**config.mk**
```make
export PLATFORM = sky130hd
export DESIGN_NAME = game_countdown_timer
export DESIGN_NICKNAME = d
export VERILOG_FILES = /design/src/rtl/game_countdown_timer_pkg.sv /design/src/rtl/game_countdown_timer_bcd_down_digit.sv /design/src/rtl/game_countdown_timer.sv
export SDC_FILE = /design/constraint.sdc
export NUM_CORES = 1
export LEC_CHECK = 0
export BUFFER_PORTS_ARGS = -buffer_cell sky130_fd_sc_hd__clkbuf_2
export CORE_MARGIN = 2
export CORE_UTILIZATION = 33
export DETAILED_ROUTE_END_ITERATION = 10
export PLACE_DENSITY = 0.59
export SYNTH_ARGS = -nofsm -noshare
export SYNTH_HDL_FRONTEND = slang
export SYNTH_HIERARCHICAL = 1
export SYNTH_SLANG_ARGS = --single-unit
```
**constraint.sdc**
```tcl
create_clock -name clk -period 4.1 [get_ports clk]
set_input_delay 0 -clock clk [delete_from_list [all_inputs] [get_ports clk]]
set_output_delay 0 -clock clk [all_outputs]
set_load 0.01 [all_outputs]
```
**src/rtl/game_countdown_timer_pkg.sv**
```systemverilog
`default_nettype none
// ============================================================================
//  Module      : game_countdown_timer_pkg
//  Description : Shared types and constants for the game round countdown
//                timer: FSM state encoding and BCD digit limits.
//  Revision    : 1.0 - initial release
// ============================================================================
package game_countdown_timer_pkg;

  typedef enum logic [1:0] {
    IDLE  = 2'd0,
    RUN   = 2'd1,
    PAUSE = 2'd2,
    DONE  = 2'd3
  } state_e;

  localparam logic [3:0] BCD_NINE = 4'h9;
  localparam logic [3:0] BCD_ZERO = 4'h0;

endpackage
`default_nettype wire

```
**src/rtl/game_countdown_timer_bcd_down_digit.sv**
```systemverilog
`default_nettype none
// ============================================================================
//  Module      : bcd_down_digit
//  Description : One BCD decade of a down-counter. Decrements when both
//                dec_en_i and borrow_in_i are high, wrapping 0 -> 9. A load
//                takes priority and clamps values above 9 to 9.
//  Ports       : clk, rst          - clock, synchronous active-high reset
//                dec_en_i          - global decrement strobe
//                borrow_in_i       - borrow from the less significant digit
//                load_i/load_val_i - synchronous load and its value
//                value_o           - current digit
//                borrow_out_o      - this digit is 0 while a borrow arrives
//  Revision    : 1.0 - initial release
// ============================================================================
module bcd_down_digit
  import game_countdown_timer_pkg::*;
#(
  parameter logic [3:0] RESET_VAL = 4'h0
) (
  input  logic       clk,
  input  logic       rst,
  input  logic       dec_en_i,
  input  logic       borrow_in_i,
  input  logic       load_i,
  input  logic [3:0] load_val_i,
  output logic [3:0] value_o,
  output logic       borrow_out_o
);

  logic [3:0] value_q;
  logic [3:0] value_d;

  always_comb begin
    value_d = value_q;
    if (load_i) begin
      value_d = (load_val_i > BCD_NINE) ? BCD_NINE : load_val_i;
    end else if (dec_en_i && borrow_in_i) begin
      value_d = (value_q == BCD_ZERO) ? BCD_NINE : (value_q - 4'd1);
    end
  end

  always_ff @(posedge clk) begin
    if (rst) begin
      value_q <= RESET_VAL;
    end else begin
      value_q <= value_d;
    end
  end

  assign value_o      = value_q;
  assign borrow_out_o = borrow_in_i && (value_q == BCD_ZERO);

endmodule
`default_nettype wire

```
**src/rtl/game_countdown_timer.sv**
```systemverilog
`default_nettype none
// ============================================================================
//  Module      : game_countdown_timer
//  Description : SS.cc BCD round timer driven by a divided tick. Counts down
//                in RUN, freezes in PAUSE, signals DONE with a one-cycle
//                time_up pulse. load/start/pause come from game control.
//  Ports       : clk, rst          - clock, synchronous active-high reset
//                tick_in           - slow time base, rising edge counted
//                load, preset_sec  - load BCD seconds, clear centiseconds
//                start, pause      - run/resume and freeze commands
//                sec_bcd, cs_bcd   - current count, BCD
//                running, expired  - state==RUN, state==DONE
//                time_up           - one-cycle pulse on entry to DONE
//  Revision    : 1.0 - initial release
// ============================================================================
module game_countdown_timer
  import game_countdown_timer_pkg::*;
#(
  parameter logic [7:0] DEFAULT_SEC  = 8'h60,
  parameter int         TICKS_PER_CS = 1
) (
  input  logic       clk,
  input  logic       rst,
  input  logic       tick_in,
  input  logic       load,
  input  logic       start,
  input  logic       pause,
  input  logic [7:0] preset_sec,
  output logic [7:0] sec_bcd,
  output logic [7:0] cs_bcd,
  output logic       running,
  output logic       expired,
  output logic       time_up
);

  localparam logic [3:0]  PRESC_LAST  = 4'(TICKS_PER_CS - 1);
  localparam logic [15:0] RESET_COUNT = {DEFAULT_SEC, 8'h00};

  state_e      state_q, state_d;
  logic [3:0]  presc_q, presc_d;
  logic        tick_q;
  logic        running_q, expired_q, time_up_q;

  logic        w_edge;
  logic        w_strobe;
  logic        w_last;
  logic        w_count_zero;
  logic [15:0] w_count;
  logic [15:0] w_load_count;
  logic [4:0]  w_borrow;

  assign w_edge       = tick_in && !tick_q;
  // A strobe coinciding with load is dropped: the load wins outright.
  assign w_strobe     = (state_q == RUN) && w_edge && (presc_q == PRESC_LAST) && !load;
  assign w_last       = w_strobe && (w_count == 16'h0001);
  assign w_load_count = {preset_sec, 8'h00};

  // Digit chain, index 0 = centisecond units. The chain is seeded with a
  // constant borrow, so the borrow leaving the top digit is high exactly
  // when every digit is zero.
  assign w_borrow[0]  = 1'b1;
  assign w_count_zero = w_borrow[4];

  for (genvar i = 0; i < 4; i++) begin : g_digit
    bcd_down_digit #(
      .RESET_VAL (RESET_COUNT[4*i +: 4])
    ) u_digit (
      .clk          (clk),
      .rst          (rst),
      .dec_en_i     (w_strobe),
      .borrow_in_i  (w_borrow[i]),
      .load_i       (load),
      .load_val_i   (w_load_count[4*i +: 4]),
      .value_o      (w_count[4*i +: 4]),
      .borrow_out_o (w_borrow[i+1])
    );
  end

  always_comb begin
    state_d = state_q;
    presc_d = presc_q;
    if (load) begin
      state_d = IDLE;
      presc_d = 4'd0;
    end else begin
      case (state_q)
        IDLE: begin
          if (start) begin
            state_d = w_count_zero ? DONE : RUN;
          end
        end
        RUN: begin
          if (w_edge) begin
            presc_d = (presc_q == PRESC_LAST) ? 4'd0 : (presc_q + 4'd1);
          end
          // Reaching 00.00 ends the round even if pause arrives together.
          if (w_last) begin
            state_d = DONE;
          end else if (pause) begin
            state_d = PAUSE;
          end
        end
        PAUSE: begin
          if (start) begin
            state_d = RUN;
          end
        end
        DONE: begin
          state_d = DONE;
        end
        default: begin
          state_d = IDLE;
        end
      endcase
    end
  end

  always_ff @(posedge clk) begin
    if (rst) begin
      state_q   <= IDLE;
      presc_q   <= 4'd0;
      tick_q    <= 1'b0;
      running_q <= 1'b0;
      expired_q <= 1'b0;
      time_up_q <= 1'b0;
    end else begin
      state_q   <= state_d;
      presc_q   <= presc_d;
      tick_q    <= tick_in;
      running_q <= (state_d == RUN);
      expired_q <= (state_d == DONE);
      time_up_q <= (state_d == DONE) && (state_q != DONE);
    end
  end

  assign sec_bcd = w_count[15:8];
  assign cs_bcd  = w_count[7:0];
  assign running = running_q;
  assign expired = expired_q;
  assign time_up = time_up_q;

endmodule
`default_nettype wire

```
==> metrics.md, run 1 <==
| Metric | Value |
|---|---|
| Average vias per placed instance | ~5.0 |
| Gr usage total | 13.7% |
| Status | finished, final reports clean |
| Post-synthesis compound-gate area fraction | 25.6% |
| Row count | 24 |
| Synth Warn # | 6 |
| Mux share of post-synthesis cell area | 0% |
| Critical path startpoint category | flip-flop |
| CP Capture Type | flip-flop |
| Setup Buffers After CTS | 0 |
| Post-CTS Resized | 0 |
| Detailed router's first-iteration violation count | 55 |
| Crit share post-route | 53.2% |
| Maxcap violations | 0 |
| Mapped Cells | ~180 |
| Largest net degree at the start of global routing | 31 |
| Share of post-route cells with drive strength above 1 | roughly a fifth |
| Num Clock Sinks | 26 |
| I/O pin total | 33 |
| Register area | 520 um^2 |
| F_max | around 0.46 GHz |
| Post-synthesis sequential area ratio | a little over a third |
| Root Buffer | clkbuf_8 |
| Setup TNS | 0 ps |
| Post-DR wirelength/cell | 11.6 um |
| Congestion Overflow GR | 0 |
| Cell Count, Final, Fillers Out | approximately 290 |
| Setup WS pre-CTS | approximately 2000 ps |
| Simple-Gate Fraction of Synth Area | 33.4% |
| Drt pass-1 iters | 4 |
| Worst hold stages | 3 |
| Filler cells | 452 |
| Top-count cell post-synth | dfxtp_1 |
| Clk buf depth | 2 |
| Routed Antenna Nets | 0 |
| VDD IR max | 0.151 mV |
| Routed WL | 3330 um |
| Synthesis-to-layout area growth | 26.8% |
| Htree depth | 1 |
| Synth top area cells | dfxtp_1, a21oi_1, a311oi_1, nor2_1, o31a_1 |
| CTS tree | done |
| RD Place Congestion | 0.790 |
| Placed insts | 279 |
| Worst Tran Pin Value | approximately 700 ps |
| Synth Area in Adders | ~1.7% |
| DRC viols | 0 |
| Power Density | 310 nW/um^2 |
| Critical path required time | 4270 ps |
| Initial antenna violation count | 0 |
| Crit path kind | flip-flop to flip-flop |
| Syn Area/Cell | 8.39 um^2 |
| Footprint of the multi-input gates | 991 um^2 |
| Clock-pin slew on the worst setup and hold paths | 90 ps |
| Post-DP HPWL | 2430 um |
| Main synth FF type | dfxtp_1 |
| Core outline area | 4350 um^2 |
| Mapped Area | 1490 um^2 |
| Crit-path slowest cell | dfxtp_1 |
| Clk_lat worst skew | 270 ps |
| Final Hold Viols | 0 |
| Total CTS buffers | 3 |
| EDFF count, synth | 0 |
| First-pass GRT wire length | 5760 um |
| Min-delay worst type | primary input to flip-flop |
| Post-Synth XOR/XNOR Area | 0.587% |
| Die Y-Extent | 71.3 um |
| Async SR Flop Fraction | 0% |
| Largest family of logic cells by synthesized area | simple AND/OR/NAND/NOR gates |
| Unrepaired setup endpoints after global routing | false |
| FF-to-FF path depth | 9 |
| Worst path cell trace | nor2_1, and3_1, and3_1, and3_1, nand2_1, nor3_1, a22o_1, o21ai_0, and4_2 |
| # setup viols final | 0 |
| Synth Register Bits | 26 |
| Ant. Diodes | 0 |
| Min Tclk post-route | 2180 ps |
| Final setup margin | approximately 1900 ps |
| Cell taking the most area after synthesis | dfxtp_1 |
| Clock skew | 4.85 ps |
| NumNets Final | 252 |
| Vias in the first global route | 1288 |
| Static leakage | 0.762 nW |
| Initial Utilization | 34.3% |
| Normalized max-slew margin | 54.1% |
| Die outline width | about 71 um |
| Max-slew violations | 0 |
| Netlist cell types | 48 |
| PortBufs | 32 |
| Via count | 1432 |
| Synth top cells by count | dfxtp_1, nor2_1, a21oi_1, inv_1, nand2_1 |
| Worst EP arrival | 2350 ps |
| Max stage delay on crit path | 370 ps |
| Yosys top cell area share | 34.9% |
| CP max FO | 7 |
| Die ar. | 5080 um^2 |
| Worst path most repeated cell | and3_1 |
kinds of logic (layout without fill, tap and decap cells):
family,after synthesis,count (layout)
compound gates,55,55
xor+xnor,1,1
fa+ha+maj,2,2
buf+inv,13,52
flops,26,26
other cells,2,20
simple gates,79,79
metrics by stage:
stage	util [%]	instance area (um^2)	power, mW	hold WS, ps
after floorplan	-	1560	0.340	69.1
after global placement	40.9	1780	0.377	260
after detailed placement	40.9	1780	0.377	259
after CTS	43.5	1890	0.595	48.4
after global routing	43.5	1890	0.619	39.5
final	43.5	1890	0.587	48.0
per-layer routing:
metal	routed length, um	track usage [%]
met5	0	0
met3	107	3.52
met4	17	2.52
met2	1540	22.8
met1	1670	18.1
worst paths after layout:
check / slack (ps) / to / start
max: 1920 / running$_SDFF_PP0_ / g_digit[0].u_digit/value_o[1]$_SDFFE_PP0P_
min: 50 / g_digit[2].u_digit/value_o[0]$_SDFFE_PP0P_ / preset_sec[3]
max reg2reg: 1920 / running$_SDFF_PP0_ / g_digit[0].u_digit/value_o[1]$_SDFFE_PP0P_
min reg2reg: 510 / presc_q[1]$_SDFFE_PP0N_ / presc_q[1]$_SDFFE_PP0N_
worst max-delay path: cells and delay by family (launching register included):
family           cells  cell delay, ps
AND/OR/NAND/NOR      7            1450
flip-flops           1             370
AO/OA/AOI/OAI        2             270
timing repair:
| action | in CTS | in global routing |
|---|---|---|
| hold buffers | 4 | 0 |
| hold endpoints to repair | 4 | 0 |
| setup endpoints to repair | 0 | 0 |
registers in the layout, summed over array words and instances (netlist names):
| register | count |
|---|---|
| state_q | 2 |
| tick_q | 1 |
| expired | 1 |
| running | 1 |
| presc_q | 4 |
| time_up | 1 |
| g_digit.u_digit/value_o | 16 |
report_power, final:
group / total (mW) / switching, mW / internal [mW] / leakage (nW)
logic: 0.0883 / 0.0465 / 0.0418 / 0.512
clock network: 0.213 / 0.0823 / 0.131 / 0.0357
registers: 0.286 / 0.0203 / 0.265 / 0.214
total: 0.587 / 0.149 / 0.438 / 0.762
cell usage in the layout (no fill, tap or decap), types with 2 or more instances in the layout:
cell type	synthesis	layout
and3b_2	3	3
nand2b_1	4	4
o21ai_0	8	8
nand3b_1	4	4
a21oi_1	15	15
nor2_1	16	16
a21boi_0	6	6
clkbuf_8	0	3
nand2_1	9	9
dlygate4sd3_1	0	4
ha_1	2	2
o31a_1	6	6
nor2b_1	2	2
nor4_1	7	7
a311oi_1	8	8
nand3_1	3	3
nor3_1	8	8
and2_0	3	3
conb_1	2	20
clkbuf_2	0	32
and3_1	3	3
inv_1	12	12
nor4b_1	2	2
dfxtp_1	26	26
and4bb_2	2	2
o21a_1	2	2
cell type report:
cell class,count,area share [%]
Clock buffer,3,2.18
Clock inverter,1,1.59
Inverter,12,2.38
Multi-Input combinational cell,157,52.3
Sequential cell,26,27.5
Tap cell,52,3.44
Timing Repair Buffer,36,10.6
(Power assumes the default switching activity.)
==> run 2: changes to the inputs <==
clock period = 2.16 ns   (was 4.1 ns; I/O delays follow)
==> metrics.md, run 2 (same netlist as run 1, synthesis figures left out) <==
| Metric | Value |
|---|---|
| Critical path startpoint category | flip-flop |
| Total CTS buffers | 3 |
| Synthesis-to-layout area growth | 29.0% |
| Post-DP HPWL | 2630 um |
| Setup TNS | 0 ps |
| CTS tree | done |
| Register area | 520 um^2 |
| Seq pwr share | 48.0% |
| Congestion Overflow GR | 0 |
| Htree depth | 1 |
| Filler cells | 451 |
| Setup Buffers After CTS | 0 |
| Static leakage | 0.784 nW |
| Min-delay worst type | primary input to flip-flop |
| Root Buffer | clkbuf_8 |
| DRC viols | 0 |
| Worst hold stages | 3 |
| Final Hold Viols | 0 |
| Vias in the first global route | about 1400 |
| Switching portion of total power | 26.0% |
| RD Place Congestion | about 0.76 |
| Clk_lat worst skew | 280 ps |
| Core outline area | 4350 um^2 |
| Detailed router's first-iteration violation count | 45 |
| Unrepaired setup endpoints after global routing | false |
| Num Clock Sinks | 26 |
| Gr usage total | between 10% and 20% |
| Routed WL | 3590 um |
| Post-DR wirelength/cell | roughly 12 um |
| Clock-pin slew on the worst setup and hold paths | 100 ps |
| I/O pin total | 33 |
| Min Tclk post-route | about 1900 ps |
| Routed Antenna Nets | 0 |
| Drt pass-1 iters | 4 |
| Share of post-route cells with drive strength above 1 | between 20% and 30% |
| Sw Pwr | 294 uW |
| Int Pwr | 835 uW |
| Average vias per placed instance | 5.09 |
| Design Power | roughly 1.1 mW |
| Commonest non-fill, non-tap cell in the layout | clkbuf_2 |
| Footprint of the multi-input gates | 996 um^2 |
| RR Startpoint | g_digit[0].u_digit/value_o[2]$_SDFFE_PP0P_ |
| Hold path start | preset_sec[5] |
| Die ar. | 5080 um^2 |
| Clk buf depth | 2 |
| Cell Count, Final, Fillers Out | a little under 300 |
| Max-slew violations | 0 |
| Power Density | ~590 nW/um^2 |
| FF-to-FF path depth | 9 |
| # setup viols final | 0 |
| Critical path required time | 2340 ps |
| Maxcap violations | 0 |
| CP Capture Type | flip-flop |
| Post-DP Area | 1820 um^2 |
| PortBufs | 32 |
| NumNets Final | 256 |
| Die Y-Extent | 71.3 um |
| VDD IR max | 0.391 mV |
| Ant. Diodes | 0 |
| Max FFs per register | 16 |
| Most frequent cells in the layout | clkbuf_2, dfxtp_1, conb_1 |
| Clock skew | 6.78 ps |
| First-pass GRT wire length | 6270 um |
| Worst EP arrival | 2090 ps |
| Via count | around 1500 |
| Die outline width | between 70 and 80 um |
| Status | finished, final reports clean |
| Initial antenna violation count | 0 |
| Clock network power share | 36.4% |
| Row count | 24 |
| Initial Utilization | between 30% and 40% |
| F_max | roughly 0.52 GHz |
| R2R setup slack | 250 ps |
| Largest net degree at the start of global routing | 30 |
| Crit path kind | flip-flop to flip-flop |
| Worst Hold End | g_digit[3].u_digit/value_o[1]$_SDFFE_PP1P_ |
| Worst r2r dst | running$_SDFF_PP0_ |
| CP max FO | 6 |
| Comb pwr share | about 16% |
| Cell area after layout | 1930 um^2 |
| Placed insts | 284 |
| Crit share post-route | 88.3% |
==> run 2: cell types whose count changed in the layout (fill, tap and decap cells not counted), sizes merged <==
| cell | change |
|---|---|
| buf | +5 |
| dlygate4sd3 | -1 |
==> run 2: worst max-delay path: stages (launching register included) <==
cell     delay, ps
dfxtp_1        360
nor2_1         170
and3_1         230
and3_1         220
and3_1         180
nand2_1         60
nor3_2         140
a22o_1         140
o21ai_0         90
and4_2         230
==> run 2: power groups by stage <==
stage          clock network [mW]  registers, mW  logic, mW
6_report                    0.411          0.542      0.176
5_1_grt                     0.437          0.548      0.199
4_1_cts                     0.424          0.541      0.176
3_5_place_dp                    0          0.552      0.171
3_3_place_gp                    0          0.552      0.171
2_1_floorplan                   0          0.555     0.0901
==> run 2: timing repair <==
action                                  in CTS  in global routing
gates resized for setup                      0                  1
hold buffers                                 3                  0
endpoints found under the setup margin       0                  1
hold endpoints to repair                     3                  0
==> run 2: final cells by class <==
| cell class | instances | area share [%] |
|---|---|---|
| clock buffer | 3 | 2.14 |
| timing repair buffer | 40 | 11.8 |
| multi-input combinational | 157 | 51.7 |
| clock inverter | 1 | 1.56 |
| inverter | 12 | 2.34 |
| sequential | 26 | 27.0 |
| tap | 52 | 3.38 |
==> run 2: through the flow <==
stage / utilization (%) / setup slack, ps / hold WS, ps
final: 44.2 / 252 / 12.5
after global routing: 44.2 / 13.9 / 43.0
after CTS: 44.1 / 203 / 12.1
after detailed placement: 41.8 / 213 / 256
after global placement: 41.8 / 289 / 261
after floorplan: - / 283 / 69.1
==> run 2: per-layer routing <==
layer / share of wire, % / routed length, um / global-route usage (%)
met2: 47 / 1680 / 25.6
met1: 49 / 1770 / 19.5
met4: 0.47 / 17 / 2.52
met5: 0 / 0 / 0
met3: 3.5 / 124 / 3.80
==> run 2: worst max-delay path by stage <==
stage,start,end,slack (ps),cells past startpoint
6_report,g_digit[0].u_digit/value_o[2]$_SDFFE_PP0P_,running$_SDFF_PP0_,250,9
5_1_grt,g_digit[0].u_digit/value_o[2]$_SDFFE_PP0P_,running$_SDFF_PP0_,10,9
4_1_cts,g_digit[0].u_digit/value_o[2]$_SDFFE_PP0P_,running$_SDFF_PP0_,200,9
3_5_place_dp,g_digit[0].u_digit/value_o[2]$_SDFFE_PP0P_,running$_SDFF_PP0_,210,9
3_3_place_gp,g_digit[0].u_digit/value_o[2]$_SDFFE_PP0P_,running$_SDFF_PP0_,290,9
2_1_floorplan,g_digit[0].u_digit/value_o[1]$_SDFFE_PP0P_,running$_SDFF_PP0_,280,9
==> run 3: changes to the inputs <==
SYNTH_HIERARCHICAL = not set   (was 1)
==> metrics.md, run 3 <==
| Metric | Value |
|---|---|
| Status | finished, final reports clean |
| Vias in the first global route | 1184 |
| Post-DP HPWL | 2410 um |
| Mapped Cells | 167 |
| Unrepaired setup endpoints after global routing | false |
| Worst r2r dst | g_digit[3].u_digit.value_o[3]$_SDFFE_PP0P_ |
| Crit share post-route | 90.8% |
| Commonest non-fill, non-tap cell in the layout | clkbuf_2 |
| Die Y-Extent | 69.7 um |
| Worst EP arrival | 2150 ps |
| Yosys top cell area share | 36.5% |
| Die ar. | 4860 um^2 |
| Synthesis-to-layout area growth | 20.4% |
| Min-delay worst type | primary input to flip-flop |
| Synth top cells by count | dfxtp_1, nor2_1, nand2_1, a21oi_1 |
| Met1 Track Usage GR | 20.2% |
| Max FFs per register | 16 |
| Critical path startpoint category | flip-flop |
| I/O pin total | 33 |
| Average vias per placed instance | roughly 5.2 |
| Most frequent cells in the layout | clkbuf_2, dfxtp_1, nor2_1 |
| Post-CTS Resized | 0 |
| Worst Hold End | g_digit[2].u_digit.value_o[3]$_SDFFE_PP0P_ |
| Normalized max-slew margin | 76.3% |
| Cell Count, Final, Fillers Out | between 200 and 300 |
| VDD IR max | 0.342 mV |
| Min Tclk post-route | 1960 ps |
| Root Buffer | clkbuf_8 |
| Final setup margin | 198 ps |
| Main synth FF type | dfxtp_1 |
| Synth Register Bits | 26 |
| Clock-pin slew on the worst setup and hold paths | 90 ps |
| Worst path cell trace | inv_1, ha_1, nor3b_2, nand3_4, or4_1, a311oi_1 |
| Final Hold Viols | 0 |
| Grt met2 use | 21.0% |
| Syn Area/Cell | between 8 and 9 um^2 |
| Setup WS pre-CTS | about 190 ps |
| Crit path kind | flip-flop to flip-flop |
| RD Place Congestion | a little over 0.7 |
| FF-to-FF path depth | 6 |
| Routed WL | between 3000 and 4000 um |
| Post-synthesis sequential area ratio | between 30% and 40% |
| Top-count cell post-synth | dfxtp_1 |
| Max stage delay on crit path | 530 ps |
| Worst Tran Pin Value | 350 ps |
| Post-DR wirelength/cell | roughly 13 um |
| Power Density | 528 nW/um^2 |
| Gr usage total | 13.9% |
| R2R setup slack | 200 ps |
| Num Clock Sinks | 26 |
| Total CTS buffers | 3 |
| Static leakage | ~0.67 nW |
| First-pass GRT wire length | between 5000 and 6000 um |
| Mapped Area | approximately 1400 um^2 |
| Congestion Overflow GR | 0 |
| DRC viols | 0 |
| Core outline area | 4090 um^2 |
| Routed Antenna Nets | 0 |
| Share of post-route cells with drive strength above 1 | about a fifth |
| Design Power | 907 uW |
| # setup viols final | 0 |
| Filler cells | 420 |
| Largest net degree at the start of global routing | 15 |
| Critical path required time | ~2400 ps |
| Syn_nets | 183 |
| Crit-path slowest cell | or4_1 |
| Max-slew violations | 0 |
| Grt met3 use | 2.62% |
| Placed insts | 246 |
| NumNets Final | 220 |
| CP Capture Type | flip-flop |
| Die outline width | 69.7 um |
| Via count | 1321 |
| Setup TNS | 0 ps |
| Ant. Diodes | 0 |
| Setup Buffers After CTS | 0 |
| Synth Warn # | 0 |
| RR Startpoint | presc_q[0]$_SDFFE_PP0N_ |
| Clock skew | 5.34 ps |
| Drt pass-1 iters | 4 |
| Synth top area cells | dfxtp_1, nor2_1, or4_1, a21oi_1, nand2_1 |
| Initial Utilization | a little over a third |
| Clk buf depth | 2 |
| Row count | 23 |
| WHS | around 22 ps |
| Maxcap violations | 0 |
| Htree depth | 1 |
| Detailed router's first-iteration violation count | 48 |
| EDFF count, synth | 0 |
| Gr busiest metal | met2 |
| Hold path start | preset_sec[3] |
| CTS tree | done |
| CP max FO | 14 |
| Netlist cell types | 51 |
| Worst hold stages | 3 |
| Cell taking the most area after synthesis | dfxtp_1 |
| F_max | 0.510 GHz |
| PortBufs | 32 |
| Clk_lat worst skew | 270 ps |
| Initial antenna violation count | 0 |
| Async SR Flop Fraction | 0% |
## run 3: cell count changes after synthesis, sizes merged, moves of 4 or more
cell	delta
o31a	-6
a311oi	-6
nand3	+6
inv	-7
nor3	-5
o31ai	+4
a21boi	-5
nor2	+5
a21oi	-6
nand3b	-4
clkbuf	+4
or4	+7
## run 3: worst max-delay path, delay by kind of cell (launching register included)
| family | cells | cell delay, ps |
|---|---|---|
| buffers and inverters | 1 | 80 |
| AO/OA/AOI/OAI | 1 | 240 |
| AND/OR/NAND/NOR | 3 | 1080 |
| flip-flops | 1 | 340 |
| adder cells (fa/ha/maj) | 1 | 140 |
## run 3: cell families (layout without fill, tap and decap cells)
group | after synthesis | in the layout | synth area share [%]
muxes | 3 | 3 | 2.11
buffers and inverters | 12 | 47 | 3.42
DFF | 26 | 26 | 36.5
adders and majority gates | 2 | 2 | 1.75
and+or+nand+nor | 80 | 80 | 34.3
AOI/OAI and AO/OA | 40 | 40 | 19.5
xor gates and xnor gates | 4 | 4 | 2.46
## run 3: timing repair
| item | in CTS | in global routing |
|---|---|---|
| endpoints found under the hold margin | 3 | 0 |
| endpoints found under the setup margin | 0 | 0 |
| hold buffers | 3 | 0 |
## run 3: final cells by class
class                           instances  area (um^2)  area share, %
Clock buffer                            3         41.3           2.41
Tap cell                               50         62.6           3.64
Timing Repair Buffer                   38          213           12.4
Inverter                                6         22.5           1.31
Multi-Input combinational cell        129          857           49.9
Sequential cell                        26          520           30.3
## run 3: layer usage
layer	wire [um]	share of wire [%]
met2	1380	43
met1	1630	52
met3	138	4.4
met5	0	0
met4	20	0.63
## run 3: how the worst max path moves through the flow
stage | start | end | slack [ps]
2_1_floorplan | presc_q[0]$_SDFFE_PP0N_ | g_digit[3].u_digit.value_o[3]$_SDFFE_PP0P_ | 400
6_report | presc_q[0]$_SDFFE_PP0N_ | g_digit[3].u_digit.value_o[3]$_SDFFE_PP0P_ | 200
5_1_grt | presc_q[0]$_SDFFE_PP0N_ | g_digit[3].u_digit.value_o[3]$_SDFFE_PP0P_ | 5
3_3_place_gp | presc_q[0]$_SDFFE_PP0N_ | g_digit[3].u_digit.value_o[3]$_SDFFE_PP0P_ | 250
4_1_cts | presc_q[0]$_SDFFE_PP0N_ | g_digit[3].u_digit.value_o[3]$_SDFFE_PP0P_ | 180
3_5_place_dp | presc_q[0]$_SDFFE_PP0N_ | g_digit[3].u_digit.value_o[3]$_SDFFE_PP0P_ | 190
## run 3: stage by stage
stage	utilization [%]	area (um^2)
detailed placement	40.3	1650
finish	42.0	1720
global route	42.0	1720
CTS	42.0	1720
global placement	40.3	1650
floorplan	-	1430
## run 3: where the power goes
group / total (mW) / internal, mW / switching, mW
Sequential: 0.513 / 0.493 / 0.0194
Combinational: 0.127 / 0.0565 / 0.0702
Clock: 0.268 / 0.125 / 0.143
